File: src/rtl/axi_lite_timer_pkg.sv
// Shared constants, register offsets and types for the AXI-Lite timer.
// Offsets are byte addresses within the 4 KiB window; bits [1:0] are never decoded.
package axi_lite_timer_pkg;

  localparam logic [1:0]  RESP_OKAY    = 2'b00;
  localparam logic [1:0]  RESP_SLVERR  = 2'b10;

  localparam logic [11:0] OFF_CTRL     = 12'h000;
  localparam logic [11:0] OFF_PRESCALE = 12'h004;
  localparam logic [11:0] OFF_COUNT    = 12'h008;
  localparam logic [11:0] OFF_COMPARE  = 12'h00C;
  localparam logic [11:0] OFF_STATUS   = 12'h010;

  localparam logic [31:0] COMPARE_RST  = 32'hFFFF_FFFF;

  typedef struct packed {
    logic irq_en;
    logic auto_reload;
    logic en;
  } ctrl_t;

  typedef enum logic [1:0] {W_IDLE, W_HAVE_ADDR, W_HAVE_DATA, W_RESP} wstate_e;
  typedef enum logic       {R_IDLE, R_RESP} rstate_e;

  function automatic logic [31:0] apply_strb(input logic [31:0] old_v,
                                             input logic [31:0] new_v,
                                             input logic [3:0]  strb);
    logic [31:0] r;
    for (int b = 0; b < 4; b++) r[8*b +: 8] = strb[b] ? new_v[8*b +: 8] : old_v[8*b +: 8];
    return r;
  endfunction

  function automatic logic reg_known(input logic [11:0] off);
    return (off == OFF_CTRL) || (off == OFF_PRESCALE) || (off == OFF_COUNT) ||
           (off == OFF_COMPARE) || (off == OFF_STATUS);
  endfunction

endpackage

File: src/rtl/axi_lite_timer.sv
// AXI4-Lite register front end plus prescaled 32-bit compare timer.
// Write and read channels run as independent FSMs; irq_o comes straight from a flop.
module axi_lite_timer
  import axi_lite_timer_pkg::*;
#(
  parameter int AXI_ADDR_BW_p = 16,
  parameter int AXI_DATA_BW_p = 32
) (
  input  logic                       clk_i,
  input  logic                       rst_i,
  input  logic [AXI_ADDR_BW_p-1:0]   s_axi_awaddr_i,
  input  logic                       s_axi_awvalid_i,
  output logic                       s_axi_awready_o,
  input  logic [AXI_DATA_BW_p-1:0]   s_axi_wdata_i,
  input  logic [AXI_DATA_BW_p/8-1:0] s_axi_wstrb_i,
  input  logic                       s_axi_wvalid_i,
  output logic                       s_axi_wready_o,
  output logic [1:0]                 s_axi_bresp_o,
  output logic                       s_axi_bvalid_o,
  input  logic                       s_axi_bready_i,
  input  logic [AXI_ADDR_BW_p-1:0]   s_axi_araddr_i,
  input  logic                       s_axi_arvalid_i,
  output logic                       s_axi_arready_o,
  output logic [AXI_DATA_BW_p-1:0]   s_axi_rdata_o,
  output logic [1:0]                 s_axi_rresp_o,
  output logic                       s_axi_rvalid_o,
  input  logic                       s_axi_rready_i,
  output logic                       irq_o
);

  wstate_e     w_state_q;
  rstate_e     r_state_q;
  logic [11:0] waddr_q;
  logic [31:0] wdata_q;
  logic [3:0]  wstrb_q;
  logic        bvalid_q, rvalid_q;
  logic [1:0]  bresp_q, rresp_q;
  logic [31:0] rdata_q;

  ctrl_t       ctrl_q, ctrl_d;
  logic [15:0] prescale_q, prescale_d, presc_cnt_q, presc_cnt_d;
  logic [31:0] count_q, count_d, compare_q, compare_d;
  logic        match_q, match_d, irq_q;

  // Sub-word and crossbar address bits are deliberately ignored.
  logic unused_addr;
  assign unused_addr = ^{s_axi_awaddr_i, s_axi_araddr_i};

  assign s_axi_awready_o = (w_state_q == W_IDLE) || (w_state_q == W_HAVE_DATA);
  assign s_axi_wready_o  = (w_state_q == W_IDLE) || (w_state_q == W_HAVE_ADDR);
  assign s_axi_arready_o = (r_state_q == R_IDLE);
  assign s_axi_bvalid_o  = bvalid_q;
  assign s_axi_bresp_o   = bresp_q;
  assign s_axi_rvalid_o  = rvalid_q;
  assign s_axi_rresp_o   = rresp_q;
  assign s_axi_rdata_o   = rdata_q;
  assign irq_o           = irq_q;

  logic        aw_hs, w_hs, wr_fire, wr_ok, cnt_wr, tick, hit;
  logic [11:0] wr_off;
  logic [31:0] wr_data;
  logic [3:0]  wr_strb;

  assign aw_hs   = s_axi_awvalid_i && s_axi_awready_o;
  assign w_hs    = s_axi_wvalid_i && s_axi_wready_o;
  // Live channel values win when the completing handshake happens this cycle.
  assign wr_off  = aw_hs ? {s_axi_awaddr_i[11:2], 2'b00} : waddr_q;
  assign wr_data = w_hs ? s_axi_wdata_i : wdata_q;
  assign wr_strb = w_hs ? s_axi_wstrb_i : wstrb_q;
  assign wr_fire = ((w_state_q == W_IDLE) && aw_hs && w_hs) ||
                   ((w_state_q == W_HAVE_ADDR) && w_hs) ||
                   ((w_state_q == W_HAVE_DATA) && aw_hs);
  assign wr_ok   = reg_known(wr_off);
  assign cnt_wr  = wr_fire && (wr_off == OFF_COUNT);
  assign tick    = ctrl_q.en && (presc_cnt_q == prescale_q);
  assign hit     = tick && !cnt_wr && (count_q == compare_q);

  always_ff @(posedge clk_i or posedge rst_i) begin
    if (rst_i) begin
      w_state_q <= W_IDLE;
      waddr_q   <= '0;
      wdata_q   <= '0;
      wstrb_q   <= '0;
      bvalid_q  <= 1'b0;
      bresp_q   <= RESP_OKAY;
    end else if (wr_fire) begin
      w_state_q <= W_RESP;
      bvalid_q  <= 1'b1;
      bresp_q   <= wr_ok ? RESP_OKAY : RESP_SLVERR;
    end else begin
      case (w_state_q)
        W_IDLE: begin
          if (aw_hs) begin
            waddr_q   <= {s_axi_awaddr_i[11:2], 2'b00};
            w_state_q <= W_HAVE_ADDR;
          end else if (w_hs) begin
            wdata_q   <= s_axi_wdata_i;
            wstrb_q   <= s_axi_wstrb_i;
            w_state_q <= W_HAVE_DATA;
          end
        end
        W_RESP: begin
          if (s_axi_bready_i) begin
            bvalid_q  <= 1'b0;
            w_state_q <= W_IDLE;
          end
        end
        default: ;
      endcase
    end
  end

  logic [31:0] rd_val;
  logic        rd_ok;

  always_comb begin
    rd_val = '0;
    rd_ok  = 1'b1;
    case ({s_axi_araddr_i[11:2], 2'b00})
      OFF_CTRL:     rd_val = {29'b0, ctrl_q};
      OFF_PRESCALE: rd_val = {16'b0, prescale_q};
      OFF_COUNT:    rd_val = count_q;
      OFF_COMPARE:  rd_val = compare_q;
      OFF_STATUS:   rd_val = {31'b0, match_q};
      default:      rd_ok  = 1'b0;
    endcase
  end

  always_ff @(posedge clk_i or posedge rst_i) begin
    if (rst_i) begin
      r_state_q <= R_IDLE;
      rvalid_q  <= 1'b0;
      rresp_q   <= RESP_OKAY;
      rdata_q   <= '0;
    end else begin
      case (r_state_q)
        R_IDLE: begin
          if (s_axi_arvalid_i) begin
            r_state_q <= R_RESP;
            rvalid_q  <= 1'b1;
            rdata_q   <= rd_val;
            rresp_q   <= rd_ok ? RESP_OKAY : RESP_SLVERR;
          end
        end
        R_RESP: begin
          if (s_axi_rready_i) begin
            r_state_q <= R_IDLE;
            rvalid_q  <= 1'b0;
          end
        end
        default: ;
      endcase
    end
  end

  always_comb begin
    ctrl_d      = ctrl_q;
    prescale_d  = prescale_q;
    count_d     = count_q;
    compare_d   = compare_q;
    presc_cnt_d = presc_cnt_q;
    match_d     = match_q;
    if (ctrl_q.en) presc_cnt_d = tick ? 16'd0 : presc_cnt_q + 16'd1;
    if (tick) count_d = (hit && ctrl_q.auto_reload) ? 32'd0 : count_q + 32'd1;
    if (wr_fire && wr_ok) begin
      case (wr_off)
        OFF_CTRL:     if (wr_strb[0]) ctrl_d = ctrl_t'(wr_data[2:0]);
        OFF_PRESCALE: begin
          if (wr_strb[0]) prescale_d[7:0]  = wr_data[7:0];
          if (wr_strb[1]) prescale_d[15:8] = wr_data[15:8];
        end
        OFF_COUNT: begin
          count_d     = apply_strb(count_q, wr_data, wr_strb);
          presc_cnt_d = 16'd0;
        end
        OFF_COMPARE:  compare_d = apply_strb(compare_q, wr_data, wr_strb);
        OFF_STATUS:   if (wr_strb[0] && wr_data[0]) match_d = 1'b0;
        default: ;
      endcase
    end
    // A hardware match beats a same-cycle software clear.
    if (hit) match_d = 1'b1;
  end

  always_ff @(posedge clk_i or posedge rst_i) begin
    if (rst_i) begin
      ctrl_q      <= '0;
      prescale_q  <= '0;
      count_q     <= '0;
      compare_q   <= COMPARE_RST;
      presc_cnt_q <= '0;
      match_q     <= 1'b0;
      irq_q       <= 1'b0;
    end else begin
      ctrl_q      <= ctrl_d;
      prescale_q  <= prescale_d;
      count_q     <= count_d;
      compare_q   <= compare_d;
      presc_cnt_q <= presc_cnt_d;
      match_q     <= match_d;
      irq_q       <= match_d && ctrl_d.irq_en;
    end
  end

endmodule

File: config.mk
export PLATFORM = sky130hd
export DESIGN_NAME = axi_lite_timer
export DESIGN_NICKNAME = d
export VERILOG_FILES = /design/src/rtl/axi_lite_timer_pkg.sv /design/src/rtl/axi_lite_timer.sv
export SDC_FILE = /design/constraint.sdc
export NUM_CORES = 1
export LEC_CHECK = 0
export CAP_MARGIN = 20
export CORE_MARGIN = 2
export CORE_UTILIZATION = 57
export DETAILED_ROUTE_END_ITERATION = 16
export PLACE_DENSITY = 0.91
export SYNTH_ARGS = -nofsm -noshare
export SYNTH_HDL_FRONTEND = slang
export SYNTH_SLANG_ARGS = --single-unit
File: constraint.sdc
create_clock -name clk_i -period 7.3 [get_ports clk_i]
set_input_delay 1.46 -clock clk_i [delete_from_list [all_inputs] [get_ports clk_i]]
set_output_delay 1.46 -clock clk_i [all_outputs]
set_load 0.02 [all_outputs]
# Word-level counts from Yosys, hierarchy flattened
# Cells that the tools add are included.
# word_totals
regBits	190
input_bits	75
out_inout_bits	42
word_cells	135
# op_classes
addsub	2
n_eq_ne	21
n_mux	40
bitwise_logic	3
n_reduce_logical	43
# op_table
operator	count
$mux 32	5
$pmux 32 s5	1
$mux 16	4
$add 32x1->32 const B	1
$eq 32x32->1	1
$mux 8	4
$reduce_and 3->1	9
$eq 12x4->1 const B	2
$eq 10x2->1 const B	2
$add 16x1->16 const B	1
$eq 16x16->1	1
$ne 3x3->1 const B	5
$logic_and 1x1->1	14
$eq 12x3->1 const B	1
$eq 12x5->1 const B	1
$logic_not 12->1	1
$mux 1	12
$mux 12	1
$mux 2	6
$eq 10x1->1 const B	1
$eq 10x3->1 const B	1
$logic_not 10->1	1
$mux 3	3
$logic_or 1x1->1	8
other kinds (14)	23

# Logic depth before layout (Yosys ltp)
# Gate-level depths: netlist (run 1).
# logic_depth
word_depth	16
ltp_mapped	9
ltp_nobuf	7

# Worst setup path after synthesis (run 1)
# Ideal clock, no wire load.
# synth_path
path_kind	input to register
from	in s_axi_awvalid_i
to	reg count_q[0]
t_arrival_ps	3125
slack_ps	4049
path_stages	8
path_buffers	2
cell_sequence	nor2b_1 > mux2_2 > a211o_1 > or2_1 > buf_2 > buf_4 > a211oi_1 > o21ai_1
# synth_between
elab_chain_len	14
word_cells_on_any_way	27
classes_between	eq/ne (5); mux (5); reduce/logical (17)
# synth_lines
element	line	text
start, declared	axi_lite_timer.sv:12	input logic s_axi_awvalid_i,
$logic_and 1x1->1 *	axi_lite_timer.sv:64	assign aw_hs = s_axi_awvalid_i && s_axi_awready_o;
parallel branches: the longest is 13 deep, another holds $mux 32	--	
end signal, assigned	axi_lite_timer.sv:197	count_q <= count_d;
end, declared	axi_lite_timer.sv:42	logic [31:0] count_q, count_d, compare_q, compare_d;
# Every way passes the cells marked *.
# A chain may end at the register's enable or synchronous reset.

==> qor.yml, run 1 <==
r2r_start: "presc_cnt_q[13]"
hold_buffers: 0
reg2reg_depth: 6
wire_per_inst_um: 20.9
synthFlopType: "dfrtp_1"
dp.cells: 1246
grt_util_met1_pct: 38.9
drt_iter0_markers: 925
ios: 117
critPathLaunchType: "input pin"
die-area_um2: 19000
ys_ff_latch: 188
drtPass1Iterations: 7
reg2reg_setup_slack_ns: 4.01
synth_cells: 977
min_period_over_period_pct: 59.5
numCtsBuffers: 17
setup_viol: 0
cp.arrival_ns: 4.66
synth_top_area_share_pct: 38.3
maxSlewViolCount: 0
start_util_pct: 58.7
num_rows: 48
setup_tns_ns: 0
first_global_vias: 8183
fin_skew_ns: 0.0125
num_vias: 8235
final_cells: 1280
port_buffers: 102
antenna_found_initial: 0
vias_per_cell: 6.43
max-vdd-ir-drop_v: 0.000201
slew_headroom_pct: 29.4
cts_setup_buffers: 0
startpoint: "s_axi_wvalid_i"
cts_root_buffer: "clkbuf_16"
cp-end-kind: "flop"
hold_path_depth: 1
grt_pass1_wl_um: 42900
fmax_mhz: 230
tritoncts: "built"
drv_cap: 0
drc: 0
drt_wl_total_um: 26700
hold_class: "reg2reg"
synth.avg_cell_area_um2: 10.4
syn_area_um2: 10200
clock_latency_ns: 0.44
p_per_area_nw_per_um2: 330
worst_pin_slew_ns: 1.06
die_x_um: 138
busiest_layer: "met2"
drive_above_1_share_pct: 18.8
grt.met3_usage_pct: 7.91
grt_max_degree: 77
synth_common_cells: "156 x dfrtp_1, 95 x mux2_2, 77 x nor2_1, 72 x nand2_1, 63 x xnor2_1"
synth_warnings: 0
synth-edff-count: 0
min_from: "r_state_q"
core_um2: 17400
cts_max_level: 4
detail-route-antenna-nets: 0
synth_seq_area_share_pct: 46.6
cp.required_ns: 7.62
antennaDiodeCount: 0
clk_pin_slew_worst_paths_ns: 0.06
dp_hpwl_um: 18400
grtUsageTotal_pct: 29.7
grt.met2_usage_pct: 46.4
crit_type: "in2reg"
syn_to_final_growth_pct: 16.4
synth.largest_area_cell: "dfrtp_1"
clock-sinks: 188
worstPathMaxFanout: 20
power.leakage_nw: 4.77
synth_cell_types: 73
clockBufferDepth: 2
ys_top_cells_by_area: "dfrtp_1 38%, mux2_2 11%, dfstp_2 8.3%"
fp.dieH_um: 138
yosysMostFrequentCell: "dfrtp_1"
layout.nets: 1119
hold_viol: 0
cts_resized: 0
min_to: "s_axi_rvalid_o"
period_needed_ns: 4.34
rsz0062_at_grt: "no"
synth-async-reset-ratio_pct: 100
gp_congestion: 1.00
reg2reg_to: "count_q[6]"
outcome: "completed"
grt-ovfl-total: 0
-- worst max-delay path, stage by stage --
cell	delay, ns
clkdlybuf4s50_1	0.54
nor2b_4	0.65
buf_4	0.44
mux2i_1	0.69
a2111oi_1	0.15
nand2b_1	0.20
mux2_2	0.37
a21boi_1	0.14
-- layout make-up --
| type | count | area (um^2) |
|---|---|---|
| clock buffers | 23 | 478 |
| multi-input cells | 703 | 5070 |
| inverters | 16 | 65.1 |
| repair buffers | 116 | 1130 |
| well taps | 225 | 282 |
| flip-flops and latches | 188 | 4740 |
| clock inverters | 9 | 87.6 |
| fillers | 1221 | 5510 |
-- per-stage QoR --
stage | setup slack, ns | cell area [um^2] | power [mW] | utilization (%) | hold WS (ns)
detailed placement | 2.53 | 11300 | 2.95 | 64.9 | 0.468
floorplan | 0.779 | 10200 | 2.56 | - | 0.423
CTS | 2.97 | 11800 | 3.87 | 68.2 | 0.475
global route | 2.79 | 11900 | 4.08 | 68.3 | 0.486
finish | 2.96 | 11900 | 3.91 | 68.3 | 0.470
global placement | 2.63 | 11300 | 2.88 | 64.9 | 0.434
-- layout by cell type (no fill, tap or decap), types with 7 or more instances in the layout --
| master | n |
|---|---|
| o211ai_1 | 12 |
| o22ai_1 | 17 |
| dfstp_2 | 32 |
| o31ai_1 | 13 |
| nor3_1 | 13 |
| a31oi_1 | 8 |
| nor2_1 | 77 |
| clkdlybuf4s50_1 | 102 |
| o21ai_0 | 21 |
| mux2_2 | 95 |
| dfrtp_1 | 156 |
| a21oi_1 | 35 |
| xnor2_1 | 63 |
| nand3_1 | 30 |
| and2_1 | 10 |
| buf_4 | 14 |
| mux2i_1 | 28 |
| xor2_1 | 18 |
| nand4_1 | 31 |
| nand2_1 | 72 |
| and4_1 | 9 |
| or3_1 | 8 |
| inv_1 | 15 |
| a22oi_1 | 31 |
| mux2_1 | 13 |
| nor4_1 | 17 |
| clkbuf_16 | 17 |
| o21ai_1 | 7 |
| and3_1 | 9 |
-- logic make-up after synthesis --
logic type / share of synthesized area [%]
flip-flops: 46.6
adder cells (fa/ha/maj): 0.246
other: 0.0368
buffers and inverters: 3.83
multiplexers: 14.9
XOR/XNOR: 7.13
AND/OR/NAND/NOR: 16.7
AO/OA/AOI/OAI: 10.5
-- power by group --
group	internal, mW	leakage (nW)	switching [mW]
logic	0.610	2.11	0.765
registers	1.33	2.40	0.303
clock network	0.498	0.266	0.403
-- flip-flops by register name, indices dropped and copies added (netlist names), 2 cells and up --
| register | flops |
|---|---|
| compare_q | 32 |
| count_q | 32 |
| s_axi_rdata_o | 32 |
| wdata_q | 32 |
| presc_cnt_q | 16 |
| prescale_q | 16 |
| waddr_q | 12 |
| wstrb_q | 4 |
| ctrl_q | 3 |
| w_state_q | 2 |
-- routing by layer --
layer,up-vias,wire [um]
met5,-,0
li1,3647,-
met2,453,12400
met3,94,2480
met4,0,1030
met1,4041,10900
-- worst max path at each step --
stage                      end  slack, ns
floorplan           count_q[0]       0.78
global placement         irq_o       2.63
detailed placement       irq_o       2.53
CTS                      irq_o       2.97
global route             irq_o       2.79
finish                   irq_o       2.96
(Power assumes the default switching activity.)
==> run 2: changes to the inputs <==
clock period = 4 ns   (was 7.3 ns; I/O delays follow)
==> qor.yml, run 2 (synthesis gave the netlist of run 1 again) <==
critPathLaunchType: "input pin"
clockBufferDepth: 2
numCtsBuffers: 17
grtUsageTotal_pct: 30.0
antenna_found_initial: 0
grt_max_degree: 60
hold_viol: 0
core_um2: 17400
tritoncts: "built"
placed_area_um2: 11400
slew_headroom_pct: 43.2
fin_area_um2: 12000
die_x_um: 138
final_common_cell: "dfrtp_1"
cts_resized: 0
hold_path_depth: 1
fin_util_pct: 69.3
cts_root_buffer: "clkbuf_16"
fp.dieH_um: 138
vias_per_cell: 6.34
drt_iter0_markers: 884
ios: 117
cp-end-kind: "flop"
cp.arrival_ns: 3.53
mostFrequentLayoutCells: "156 x dfrtp_1, 102 x clkdlybuf4s50_1, 95 x mux2_2, 77 x nor2_1, 72 x nand2_1"
fin_skew_ns: 0.0116
hold_class: "reg2reg"
worst_pin_slew_ns: 0.850
fmax_mhz: 311
power.leakage_nw: 4.86
reg2reg_depth: 7
worstPathMaxFanout: 20
period_needed_ns: 3.22
cts_max_level: 4
p_per_area_nw_per_um2: 603
drt_wl_total_um: 26800
num_rows: 48
outcome: "completed"
grt-ovfl-total: 0
drc: 0
drv_cap: 0
clk_pin_slew_worst_paths_ns: 0.07
maxSlewViolCount: 0
start_util_pct: 58.7
setup_tns_ns: 0
cp.required_ns: 4.31
min_period_over_period_pct: 80.5
rsz0062_at_grt: "no"
r2r_start: "count_q[4]"
die-area_um2: 19000
min_from: "r_state_q"
gp_congestion: 1.01
first_global_vias: 8197
wire_per_inst_um: 20.7
drive_above_1_share_pct: 20.0
clock_latency_ns: 0.45
drtPass1Iterations: 7
port_buffers: 102
layout.nets: 1131
crit_type: "in2reg"
dp_hpwl_um: 18900
hold_buffers: 0
setup_viol: 0
reg2reg_setup_slack_ns: 1.14
num-fill-cells: 1260
max-vdd-ir-drop_v: 0.000404
grt_pass1_wl_um: 43300
antennaDiodeCount: 0
num_vias: 8190
reg2reg_to: "count_q[6]"
detail-route-antenna-nets: 0
min_to: "s_axi_rvalid_o"
cts_setup_buffers: 0
syn_to_final_growth_pct: 18.1
clock-sinks: 188
==> run 2: worst max path at each step <==
| stage | startpoint | to | slack, ns | depth (start not counted) |
|---|---|---|---|---|
| global route | s_axi_awvalid_i | presc_cnt_q[4] | 0.58 | 7 |
| CTS | s_axi_awvalid_i | presc_cnt_q[6] | 0.80 | 7 |
| detailed placement | s_axi_awvalid_i | presc_cnt_q[2] | 0.35 | 7 |
| floorplan | rst_i | count_q[0] | 0.81 | 1 |
| global placement | s_axi_awvalid_i | presc_cnt_q[13] | 0.41 | 7 |
| finish | s_axi_awvalid_i | presc_cnt_q[6] | 0.78 | 7 |
==> run 2: per-stage QoR <==
step	hold slack, ns	std cells	power (mW)	setup slack (ns)
after global routing	0.466	1292	7.58	0.584
final	0.458	1292	7.25	0.780
after detailed placement	0.446	1260	5.45	0.350
after floorplan	0.423	978	4.68	0.806
after CTS	0.456	1292	7.19	0.800
after global placement	0.433	1260	5.31	0.413
==> run 2: power breakdown <==
part	internal, mW	switching [mW]
clock network	0.975	0.748
registers	2.43	0.549
logic	1.13	1.42
==> run 2: per-layer routing <==
layer  track usage, %  routed length [um]  vias up
met5                0                   0        -
met1             40.2               10800     3965
met4             13.3                 915        0
met2             47.2               12500      465
li1                 -                   -     3676
met3             6.36                2600       84
==> run 2: cell type report <==
| type | instances | area [um^2] | area share [%] |
|---|---|---|---|
| multi-input combinational | 703 | 5070 | 42.1 |
| sequential | 188 | 4740 | 39.4 |
| timing repair buffer | 128 | 1270 | 10.5 |
| clock buffer | 20 | 467 | 3.88 |
| tap | 225 | 282 | 2.34 |
| clock inverter | 12 | 138 | 1.14 |
| inverter | 16 | 63.8 | 0.530 |
==> run 2: critical path: stages <==
cell and delay (ns):
clkdlybuf4s50_1 0.56, nor2b_1 0.30, mux2_2 0.43, a211o_1 0.32, or2_1 0.50, nand2_1 0.50
nor2_1 0.11
